[src/rtl/time_pkg.sv]
// +----------------------------------------------------------------------+
// | time_pkg : shared FSM encoding, time width and wrap-safe difference   |
// | Revision : 1.0                                                        |
// +----------------------------------------------------------------------+
`default_nettype none

package time_pkg;

  localparam int TIME_W = 32;

  typedef enum logic [1:0] {
    IDLE   = 2'd0,
    LOAD   = 2'd1,
    WAIT   = 2'd2,
    ACTIVE = 2'd3
  } state_e;

  // Signed modular difference: negative means the target is still ahead.
  function automatic logic signed [TIME_W-1:0] time_diff(
    input logic [TIME_W-1:0] now,
    input logic [TIME_W-1:0] target
  );
    return $signed(now - target);
  endfunction

endpackage

`default_nettype wire

[src/rtl/time_cmd_fifo.sv]
// +----------------------------------------------------------------------+
// | time_cmd_fifo : synchronous first-word-fall-through command queue     |
// | Revision : 1.0                                                        |
// +----------------------------------------------------------------------+
`default_nettype none

module time_cmd_fifo #(
  parameter int WIDTH = 48,
  parameter int DEPTH = 4,
  localparam int AW   = (DEPTH > 1) ? $clog2(DEPTH) : 1
) (
  input  logic             clk,
  input  logic             rst,
  input  logic             clr,
  input  logic             push,
  input  logic             pop,
  input  logic [WIDTH-1:0] wdata,
  output logic [WIDTH-1:0] rdata,
  output logic             full,
  output logic             empty,
  output logic [AW:0]      count
);

  localparam logic [AW:0] FULL_CNT = (AW+1)'(DEPTH);

  logic [WIDTH-1:0] mem_q [DEPTH];
  logic [AW-1:0]    wr_ptr_q, wr_ptr_d;
  logic [AW-1:0]    rd_ptr_q, rd_ptr_d;
  logic [AW:0]      count_q, count_d;
  logic             do_push, do_pop;

  assign full  = (count_q == FULL_CNT);
  assign empty = (count_q == '0);
  assign count = count_q;
  assign rdata = mem_q[rd_ptr_q];

  always_comb begin
    do_push  = push && !full && !clr;
    do_pop   = pop && !empty && !clr;
    wr_ptr_d = wr_ptr_q;
    rd_ptr_d = rd_ptr_q;
    count_d  = count_q;
    if (clr) begin
      wr_ptr_d = '0;
      rd_ptr_d = '0;
      count_d  = '0;
    end else begin
      if (do_push) wr_ptr_d = wr_ptr_q + 1'b1;
      if (do_pop)  rd_ptr_d = rd_ptr_q + 1'b1;
      case ({do_push, do_pop})
        2'b10:   count_d = count_q + 1'b1;
        2'b01:   count_d = count_q - 1'b1;
        default: count_d = count_q;
      endcase
    end
  end

  always_ff @(posedge clk or posedge rst) begin
    if (rst) begin
      wr_ptr_q <= '0;
      rd_ptr_q <= '0;
      count_q  <= '0;
    end else begin
      wr_ptr_q <= wr_ptr_d;
      rd_ptr_q <= rd_ptr_d;
      count_q  <= count_d;
    end
  end

  always_ff @(posedge clk) begin
    if (do_push) mem_q[wr_ptr_q] <= wdata;
  end

endmodule

`default_nettype wire

[src/rtl/time_trigger.sv]
// +----------------------------------------------------------------------+
// | time_trigger : queued time-scheduled gate generator                   |
// | Option   : TIME_TRIGGER_STAT_EN adds fired_cnt / late_cnt counters    |
// | Revision : 1.0                                                        |
// +----------------------------------------------------------------------+
`default_nettype none

module time_trigger
  import time_pkg::*;
#(
  parameter int DEPTH = 4,
  parameter int LEN_W = 16
) (
  input  logic              clk,
  input  logic              rst,
  input  logic [TIME_W-1:0] time_q,
  input  logic              clr,
  input  logic              cmd_valid,
  output logic              cmd_ready,
  input  logic [TIME_W-1:0] cmd_time,
  input  logic [LEN_W-1:0]  cmd_len,
  output logic              gate,
  output logic              start,
  output logic              late,
  output logic              busy
`ifdef TIME_TRIGGER_STAT_EN
  ,
  output logic [15:0]       fired_cnt,
  output logic [15:0]       late_cnt
`endif
);

  localparam int ENTRY_W = TIME_W + LEN_W;
  localparam int AW      = (DEPTH > 1) ? $clog2(DEPTH) : 1;

  logic [ENTRY_W-1:0] fifo_rdata;
  logic               fifo_full, fifo_empty;
  logic [AW:0]        fifo_count;
  logic               push, pop;

  state_e                   state_q, state_d;
  logic [TIME_W-1:0]        target_q, target_d;
  logic [LEN_W-1:0]         len_q, len_d;
  logic [LEN_W-1:0]         dur_q, dur_d;
  logic [TIME_W-1:0]        time_prev_q;
  logic                     ready_en_q;
  logic                     start_q, start_d;
  logic                     late_q, late_d;
  logic                     tick;
  logic signed [TIME_W-1:0] diff;
  logic [LEN_W-1:0]         first_dur;

  assign tick      = (time_q != time_prev_q);
  assign diff      = time_diff(time_q, target_q);
  assign first_dur = (len_q == '0) ? LEN_W'(1) : len_q;

  assign cmd_ready = ready_en_q && !fifo_full;
  assign push      = cmd_valid && cmd_ready && !clr;
  assign gate      = (state_q == ACTIVE);
  assign start     = start_q;
  assign late      = late_q;
  assign busy      = (fifo_count != '0) || gate;

  time_cmd_fifo #(
    .WIDTH (ENTRY_W),
    .DEPTH (DEPTH)
  ) u_fifo (
    .clk   (clk),
    .rst   (rst),
    .clr   (clr),
    .push  (push),
    .pop   (pop),
    .wdata ({cmd_time, cmd_len}),
    .rdata (fifo_rdata),
    .full  (fifo_full),
    .empty (fifo_empty),
    .count (fifo_count)
  );

  always_comb begin
    state_d  = state_q;
    target_d = target_q;
    len_d    = len_q;
    dur_d    = dur_q;
    start_d  = 1'b0;
    late_d   = 1'b0;
    pop      = 1'b0;
    case (state_q)
      IDLE: begin
        if (!fifo_empty) begin
          pop     = 1'b1;
          state_d = LOAD;
        end
      end
      LOAD: begin
        if (diff[TIME_W-1]) begin
          state_d = WAIT;
        end else begin
          state_d = ACTIVE;
          start_d = 1'b1;
          late_d  = (diff != '0);
          dur_d   = first_dur;
        end
      end
      WAIT: begin
        if (time_q == target_q) begin
          state_d = ACTIVE;
          start_d = 1'b1;
          dur_d   = first_dur;
        end
      end
      ACTIVE: begin
        if (tick) begin
          if (dur_q <= LEN_W'(1)) begin
            dur_d = '0;
            if (!fifo_empty) begin
              pop     = 1'b1;
              state_d = LOAD;
            end else begin
              state_d = IDLE;
            end
          end else begin
            dur_d = dur_q - 1'b1;
          end
        end
      end
      default: state_d = IDLE;
    endcase
    if (clr) begin
      state_d = IDLE;
      start_d = 1'b0;
      late_d  = 1'b0;
      pop     = 1'b0;
    end
    if (pop) begin
      target_d = fifo_rdata[ENTRY_W-1:LEN_W];
      len_d    = fifo_rdata[LEN_W-1:0];
    end
  end

  always_ff @(posedge clk or posedge rst) begin
    if (rst) begin
      state_q     <= IDLE;
      target_q    <= '0;
      len_q       <= '0;
      dur_q       <= '0;
      time_prev_q <= '0;
      ready_en_q  <= 1'b0;
      start_q     <= 1'b0;
      late_q      <= 1'b0;
    end else begin
      state_q     <= state_d;
      target_q    <= target_d;
      len_q       <= len_d;
      dur_q       <= dur_d;
      time_prev_q <= time_q;
      ready_en_q  <= 1'b1;
      start_q     <= start_d;
      late_q      <= late_d;
    end
  end

`ifdef TIME_TRIGGER_STAT_EN
  logic [15:0] fired_cnt_q, fired_cnt_d;
  logic [15:0] late_cnt_q, late_cnt_d;

  // start_d/late_d are already forced low by clr, so only the clear needs handling here.
  always_comb begin
    fired_cnt_d = fired_cnt_q;
    late_cnt_d  = late_cnt_q;
    if (clr) begin
      fired_cnt_d = '0;
      late_cnt_d  = '0;
    end else begin
      if (start_d && (fired_cnt_q != 16'hFFFF)) fired_cnt_d = fired_cnt_q + 16'd1;
      if (late_d && (late_cnt_q != 16'hFFFF))   late_cnt_d  = late_cnt_q + 16'd1;
    end
  end

  always_ff @(posedge clk or posedge rst) begin
    if (rst) begin
      fired_cnt_q <= '0;
      late_cnt_q  <= '0;
    end else begin
      fired_cnt_q <= fired_cnt_d;
      late_cnt_q  <= late_cnt_d;
    end
  end

  assign fired_cnt = fired_cnt_q;
  assign late_cnt  = late_cnt_q;
`endif

endmodule

`default_nettype wire

[config.mk]
export PLATFORM = sky130hd
export DESIGN_NAME = time_trigger
export DESIGN_NICKNAME = d
export VERILOG_FILES = /design/src/rtl/time_pkg.sv /design/src/rtl/time_cmd_fifo.sv /design/src/rtl/time_trigger.sv
export SDC_FILE = /design/constraint.sdc
export NUM_CORES = 1
export LEC_CHECK = 0
export CAP_MARGIN = 20
export CORE_UTILIZATION = 50
export DETAILED_ROUTE_END_ITERATION = 6
export PLACE_DENSITY = 0.82
export SYNTH_ARGS = -nofsm -noshare
export SYNTH_HDL_FRONTEND = slang
export SYNTH_HIERARCHICAL = 1
export SYNTH_SLANG_ARGS = --single-unit
[constraint.sdc]
create_clock -name clk -period 3.8 [get_ports clk]
set_clock_uncertainty 0.2 [all_clocks]
set_input_delay 0.95 -clock clk [delete_from_list [all_inputs] [get_ports clk]]
set_output_delay 0.95 -clock clk [all_outputs]
set_load 0.01 [all_outputs]
### After elaboration in Yosys (flattened, before gate mapping)

Memory sizes are Yosys's and may differ from the RTL's. A register that Yosys moved wholly into a read port is not among the register bits.
Index checks and enable logic that the tools add are counted.

* add/sub/neg operators: 6
* order comparisons: 1
* equal/unequal tests: 15
* multiplexer cells: 34
* reductions and logical operators: 22

Operators by type and width (count)
* 16-bit 2-to-1 mux: 5
* 16-bit case mux with 3 select lines: 1
* 32-bit == test: 1
* 32-bit inequality test: 1
* 32-bit nonzero test: 1
* 32-bit subtractor: 1
* 2-bit 2-to-1 mux: 9
* 16-bit by 1-bit <= comparator with 1-bit output (second input constant): 1
* 16-bit logical NOT: 1
* 16-bit by 1-bit subtractor with 16-bit output (second input constant): 1
* 1-bit 2-to-1 mux: 14
* 3-bit nonzero test: 3
* 2-bit case mux with 4 select lines: 1
* 4-bit AND reduction: 2
* 1-bit logical AND: 7
* 2-bit == test (second input constant): 3
* 3-bit by 1-bit inequality test with 1-bit output (second input constant): 2
* 3-bit inequality test (second input constant): 2
* 3-bit case mux with 2 select lines: 1
* 2-bit by 1-bit adder with 2-bit output (second input constant): 2
* 2-bit by 1-bit == test with 1-bit output (second input constant): 2
* 2-bit inequality test (second input constant): 2
* 1-bit case mux with 2 select lines: 2
* 2-bit nonzero test: 2
* 9 further kinds: 11

* register bits after elaboration: 60
* bits in writable memories: 192
* output and inout bits: 5
* logic and storage cells: 88
* memories kept: 1

Memories
* u_fifo.mem_q: depth 4, bits a word 48, rd ports 1, clocked after Yosys merged registers in 1, wr ports 1, line time_cmd_fifo.sv:26 `logic [WIDTH-1:0] mem_q [DEPTH];`

### Logic depth before layout (Yosys ltp)

* depth in word-level cells: 11
* mapped depth: 19
* gate-level depth less buffers: 14

### Modules after synthesis

Netlist, hierarchy kept.

Modules (own cells, without submodules)
* time_cmd_fifo: times used 1, cells each 318, area each 7519.7 um2, seq. area each 5940.7 um2
* time_trigger: times used 1, cells each 731, area each 6836.6 um2, seq. area each 2527.4 um2

### Least setup slack after synthesis

Ideal clock, no wire load.

* path type: register to register
* from: reg dur_q[4]
* to: reg u_fifo.count_q[1] (netlist: u_fifo/count[1])
* arrival time: 3668 ps
* path slack: -207 ps
* stages on the path, launching flop included: 19
* period minus slack after synthesis: 4007 ps
* cells stage by stage: dfrtp_1 -> or3_4 -> nor2_2 -> o2111ai_1 -> or3_1 -> buf_2 -> a31oi_1 -> a21oi_1 -> or4_1 -> clkbuf_1 -> buf_6 -> buf_6 -> inv_1 -> buf_2 -> o31ai_2 -> nor3_1 -> fa_1 -> o2111ai_1 -> a211oi_1

* cells in the longest elaborated chain, start to end: 10
* elaborated cells on any way between the ends: 12
* classes of those cells: 1 x order compare; 2 x eq/ne; 6 x mux; 3 x reduce/logical

Ends and longest elaborated chain
* start: declaration: line time_trigger.sv:44 `logic [LEN_W-1:0] dur_q, dur_d;`
* start signal: assignment: line time_trigger.sv:155 `dur_q <= dur_d;`
* 16-bit by 1-bit <= comparator with 1-bit output (*): line time_trigger.sv:114 `if (dur_q <= LEN_W'(1)) begin`
* 1-bit 2-to-1 mux (*): line time_trigger.sv:114
* 1-bit 2-to-1 mux (*): line time_trigger.sv:113 `if (tick) begin`
* 1-bit case mux with 2 select lines (*): line time_trigger.sv:88 `case (state_q)`
* 1-bit 2-to-1 mux (*): line time_trigger.sv:129 `if (clr) begin`
* via pop: line time_trigger.sv:39 `logic push, pop;`
* 1-bit logical AND (*) (2 in series): line time_cmd_fifo.sv:39 `do_pop = pop && !empty && !clr;`
* 2-bit by 1-bit == test with 1-bit output or 2-bit == test (tied branches): line time_cmd_fifo.sv:50 `case ({do_push, do_pop})`
* 3-bit case mux with 2 select lines: line time_cmd_fifo.sv:50
* 3-bit 2-to-1 mux: line time_cmd_fifo.sv:43 `if (clr) begin`
* end signal: assignment: line time_cmd_fifo.sv:66 `count_q <= count_d;`
* end: declaration: line time_cmd_fifo.sv:29 `logic [AW:0] count_q, count_d;`

Mark *: on every way through the listed nets, which the timed path passes. The rest lies on a longest branch.
A chain may end at the register's enable or synchronous reset.

### Worst setup path in the final report

* from: in time_q[1]
* to: reg dur_q[13]

* cells in the longest elaborated chain, start to end: 3
* elaborated cells on any way between the ends: 7
* classes of those cells: 1 x add/sub; 5 x eq/ne; 1 x reduce/logical

Ends and longest elaborated chain
* start: declaration: line time_trigger.sv:16 `input logic [TIME_W-1:0] time_q,`
* 32-bit subtractor, or another cell as far along: line time_pkg.sv:23 `return $signed(now - target);`
* 2-bit inequality test (no line) or 2-bit by 1-bit inequality test with 1-bit output (tied branches)
* 4-bit AND reduction (no line) (*)

Mark *: on every way between the ends. The rest lies on a longest branch, timed or not.

==> results.json <==
{
  "power_leakage_nw": 7.10,
  "setup_violations": 0,
  "yosysWarnings": 6,
  "numCtsBuffers": 30,
  "worstPathRequired_ns": 4.02,
  "topRoutingLayerUsed": "met4",
  "period_share_pct": 98.1,
  "syn_to_final_growth_pct": 28.7,
  "drc": 0,
  "tns_ns": 0,
  "gp_congestion": 0.964,
  "hp-class": "reg2reg",
  "die_y_um": 171,
  "cp_max_fo": 15,
  "regToRegSetupSlack_ns": 0.12,
  "cts_max_level": 1,
  "fp.dieArea_um2": 29400,
  "viasPerCell": 6.00,
  "worstPathArrival_ns": 3.95,
  "fmax_ghz": 0.268,
  "fill_cells": 1911,
  "wl_met3_um": 2740,
  "antenna_cells": 0,
  "whs_endpoint": "target_q[27]",
  "layout-drive-gt1-share_pct": 31.2,
  "clk_pin_slew_ns": 0.06,
  "crit_chain": "clkbuf_2 > buf_4 > ha_1 > nor2b_1 > o2111a_1 > o21ai_2 > a311o_1 > buf_4 > a2111oi_4 > o21ai_1 > nor3b_2 > buf_4 > buf_4 > bufbuf_16 > a22o_1",
  "grt_max_degree": 49,
  "slew_headroom_pct": 48.7,
  "slew_viol_final": 0,
  "setup_slack_ns": 0.0738,
  "synth_cell_type_count": 82,
  "r2r_end": "u_fifo/count[2]",
  "critical-path-max-stage-delay_ns": 0.39,
  "cts_tree": "built",
  "synth-edff-count": 192,
  "overflow": 0,
  "hp-start": "target_q[27]",
  "via_count": 10300,
  "async_reset_ff_share_pct": 36.0,
  "hold_viol_final": 0,
  "max_cap_violations": 0,
  "dp_hpwl_um": 25600,
  "grt_pass1_wl_um": 58900,
  "regArea_um2": 8470,
  "p_per_area_nw_per_um2": 613,
  "die-width_um": 171,
  "fin_nets": 1437,
  "cp-end-kind": "flop",
  "wire_per_inst_um": 22.5,
  "ys_ff_latch": 300,
  "clock-sinks": 300,
  "preCtsSetupSlack_ns": -0.801,
  "multi_input_area_um2": 5760,
  "outcome": "completed",
  "worstMarginPinSlew_ns": 0.769,
  "critPathBufInv": 6,
  "grt_pass1_vias": 10200,
  "clk_latency_ns": 0.56,
  "root_buffer": "clkbuf_16",
  "fin_crit_ns": 3.73,
  "rows": 61,
  "route.met2.wl_um": 18700,
  "portBuffers": 88,
  "crit_path_start_kind": "primary input",
  "ys_seq_area_share_pct": 59.0,
  "vdd_drop_max_mv": 0.567,
  "reg2reg_from": "dur_q[4]",
  "syn_inst": 1049,
  "clk_path_buf_depth": 3,
  "initial_utilization_pct": 51.3,
  "drtIter0Drc": 1005,
  "crit_top_cell": "buf_4",
  "crit_slowest_cell": "a311o_1",
  "first_pass_iters": 5,
  "critPathTopFamily": "compound AO/OA/AOI/OAI gates",
  "antenna_left": 0,
  "place_inst": 1638,
  "grt.total_usage_pct": 26.7,
  "synth_area_per_cell_um2": 13.7,
  "rr_worst_depth": 12,
  "coreArea_um2": 28000,
  "instances_no_fill": 1710,
  "hold_buffers": 0,
  "io_pins": 89,
  "postLayoutCoreUtil_pct": 66.0,
  "hold_depth": 1,
  "antenna_found_initial": 0,
  "met1_length_um": 15700,
  "routed_wirelength_um": 38500,
  "path_class": "in2reg",
  "synth_area_um2": 14400,
  "ys.flop_type": "edfxtp_1",
  "syn-num-nets": 1178
}
-- layer usage --
metal	vias to the layer above	track usage [%]
met5	-	0
met4	0	8.81
met3	85	3.15
met2	505	44.4
met1	5149	36.5
li1	4529	-
-- cell usage in the layout, fill, tap and decap left out, types with 6 or more instances in the layout --
| master | synthesis | layout |
|---|---|---|
| edfxtp_1 | 192 | 192 |
| buf_4 | 1 | 178 |
| dfrtp_1 | 108 | 106 |
| inv_1 | 72 | 69 |
| clkdlybuf4s50_1 | 0 | 63 |
| mux4_2 | 48 | 48 |
| nor2_1 | 43 | 42 |
| nand2_1 | 43 | 42 |
| mux2_2 | 39 | 39 |
| xnor2_1 | 39 | 38 |
| o21ai_0 | 36 | 33 |
| a21oi_1 | 36 | 32 |
| clkbuf_16 | 0 | 31 |
| nand4_1 | 29 | 29 |
| ha_1 | 43 | 25 |
| nand3_1 | 19 | 18 |
| ha_4 | 0 | 17 |
| nor3_1 | 17 | 14 |
| a22o_1 | 14 | 14 |
| o22ai_1 | 12 | 12 |
| dlymetal6s2s_1 | 0 | 11 |
| buf_12 | 0 | 10 |
| mux2_4 | 9 | 9 |
| nor2b_1 | 9 | 9 |
| xor2_1 | 9 | 9 |
| nand2b_1 | 10 | 9 |
| a21o_1 | 8 | 8 |
| clkinv_1 | 0 | 8 |
| o21a_1 | 7 | 7 |
| mux2i_1 | 7 | 7 |
| nor4_1 | 13 | 7 |
| dlygate4sd2_1 | 0 | 7 |
| and3_1 | 6 | 6 |
| o211ai_1 | 6 | 6 |
| clkbuf_2 | 0 | 6 |
-- cells by family (layout without fill, tap and decap cells) --
group | count (synthesis) | count (layout) | share of synthesized area, %
compound gates | 191 | 191 | 9.33
xor+xnor | 48 | 48 | 2.93
fa+ha+maj | 45 | 45 | 4.03
buf+inv | 126 | 409 | 3.83
flops | 300 | 300 | 59.0
mux | 103 | 103 | 12.0
other cells | 1 | 1 | 0.0261
simple gates | 235 | 235 | 8.86
-- area by class of cell --
cell class,count,area share (%)
Sequential cell,300,45.8
Clock buffer,37,4.48
Tap cell,378,2.56
Inverter,73,1.50
Multi-Input combinational cell,623,31.2
Clock inverter,19,0.968
Timing Repair Buffer,280,13.5
-- what timing repair did --
action,4_1_cts,5_1_grt
pin swaps,24,23
gates cloned,2,0
endpoints found under the setup margin,52,20
resized for setup,53,46
setup buffers,10,5
-- sequential cells by signal (all words and copies together) (netlist names), 2 cells and up --
| signal | cells |
|---|---|
| dur_q | 16 |
| len_q | 16 |
| u_fifo/mem_q | 192 |
| target_q | 32 |
| u_fifo/rd_ptr_q | 2 |
| u_fifo/count | 3 |
| time_prev_q | 32 |
| state_q | 2 |
| u_fifo/wr_ptr_q | 2 |
-- synthesized netlist by cell type (7+ instances only) --
| cell type | n | area (um2) |
|---|---|---|
| nand2_1 | 43 | 161 |
| xor2_1 | 9 | 78.8 |
| a22o_1 | 14 | 123 |
| inv_1 | 72 | 270 |
| a21oi_1 | 36 | 180 |
| nor3_1 | 17 | 85.1 |
| mux2_4 | 9 | 135 |
| o21a_1 | 7 | 52.6 |
| nor2b_1 | 9 | 56.3 |
| clkbuf_1 | 26 | 97.6 |
| nor4_1 | 13 | 81.3 |
| edfxtp_1 | 192 | 5770 |
| nand3_1 | 19 | 95.1 |
| mux2i_1 | 7 | 70.1 |
| buf_6 | 7 | 78.8 |
| o22ai_1 | 12 | 75.1 |
| a211oi_1 | 7 | 52.6 |
| nand4_1 | 29 | 181 |
| nand2b_1 | 10 | 62.6 |
| a21o_1 | 8 | 60.1 |
| dfrtp_1 | 108 | 2700 |
| mux4_2 | 48 | 1080 |
| mux2_2 | 39 | 439 |
| xnor2_1 | 39 | 342 |
| nor2_1 | 43 | 161 |
| buf_2 | 16 | 80.1 |
| and2_1 | 8 | 50.1 |
| o21ai_0 | 36 | 180 |
| ha_1 | 43 | 538 |
-- per-stage QoR --
step / hold slack [ns] / power [W] / cell area [um2]
4_1_cts: 0.309 / 0.0110 / 18300
2_1_floorplan: 0.265 / 0.00609 / 14400
3_3_place_gp: 0.282 / 0.00760 / 16900
6_report: 0.309 / 0.0113 / 18500
3_5_place_dp: 0.283 / 0.00769 / 16900
5_1_grt: 0.328 / 0.0118 / 18500
-- worst max path at each step --
stage / startpoint / endpoint / slack [ns] / depth (start not counted)
6_report: time_q[1] / dur_q[13] / 0.07 / 15
5_1_grt: time_q[16] / dur_q[3] / -0.004 / 14
4_1_cts: time_q[15] / dur_q[3] / 0.002 / 14
3_5_place_dp: time_q[0] / late / -0.80 / 14
3_3_place_gp: time_q[0] / late / -0.76 / 14
2_1_floorplan: dur_q[4] / u_fifo/count[1] / -0.05 / 18
-- where the power goes --
group,switching [W],total (W),internal [W],leakage (nW)
Clock,0.00125,0.00300,0.00175,0.483
Combinational,0.00216,0.00426,0.00210,3.53
Sequential,0.000287,0.00407,0.00379,3.09
Total,0.00369,0.0113,0.00763,7.10
Note: power is estimated with default switching activity, not from simulation.
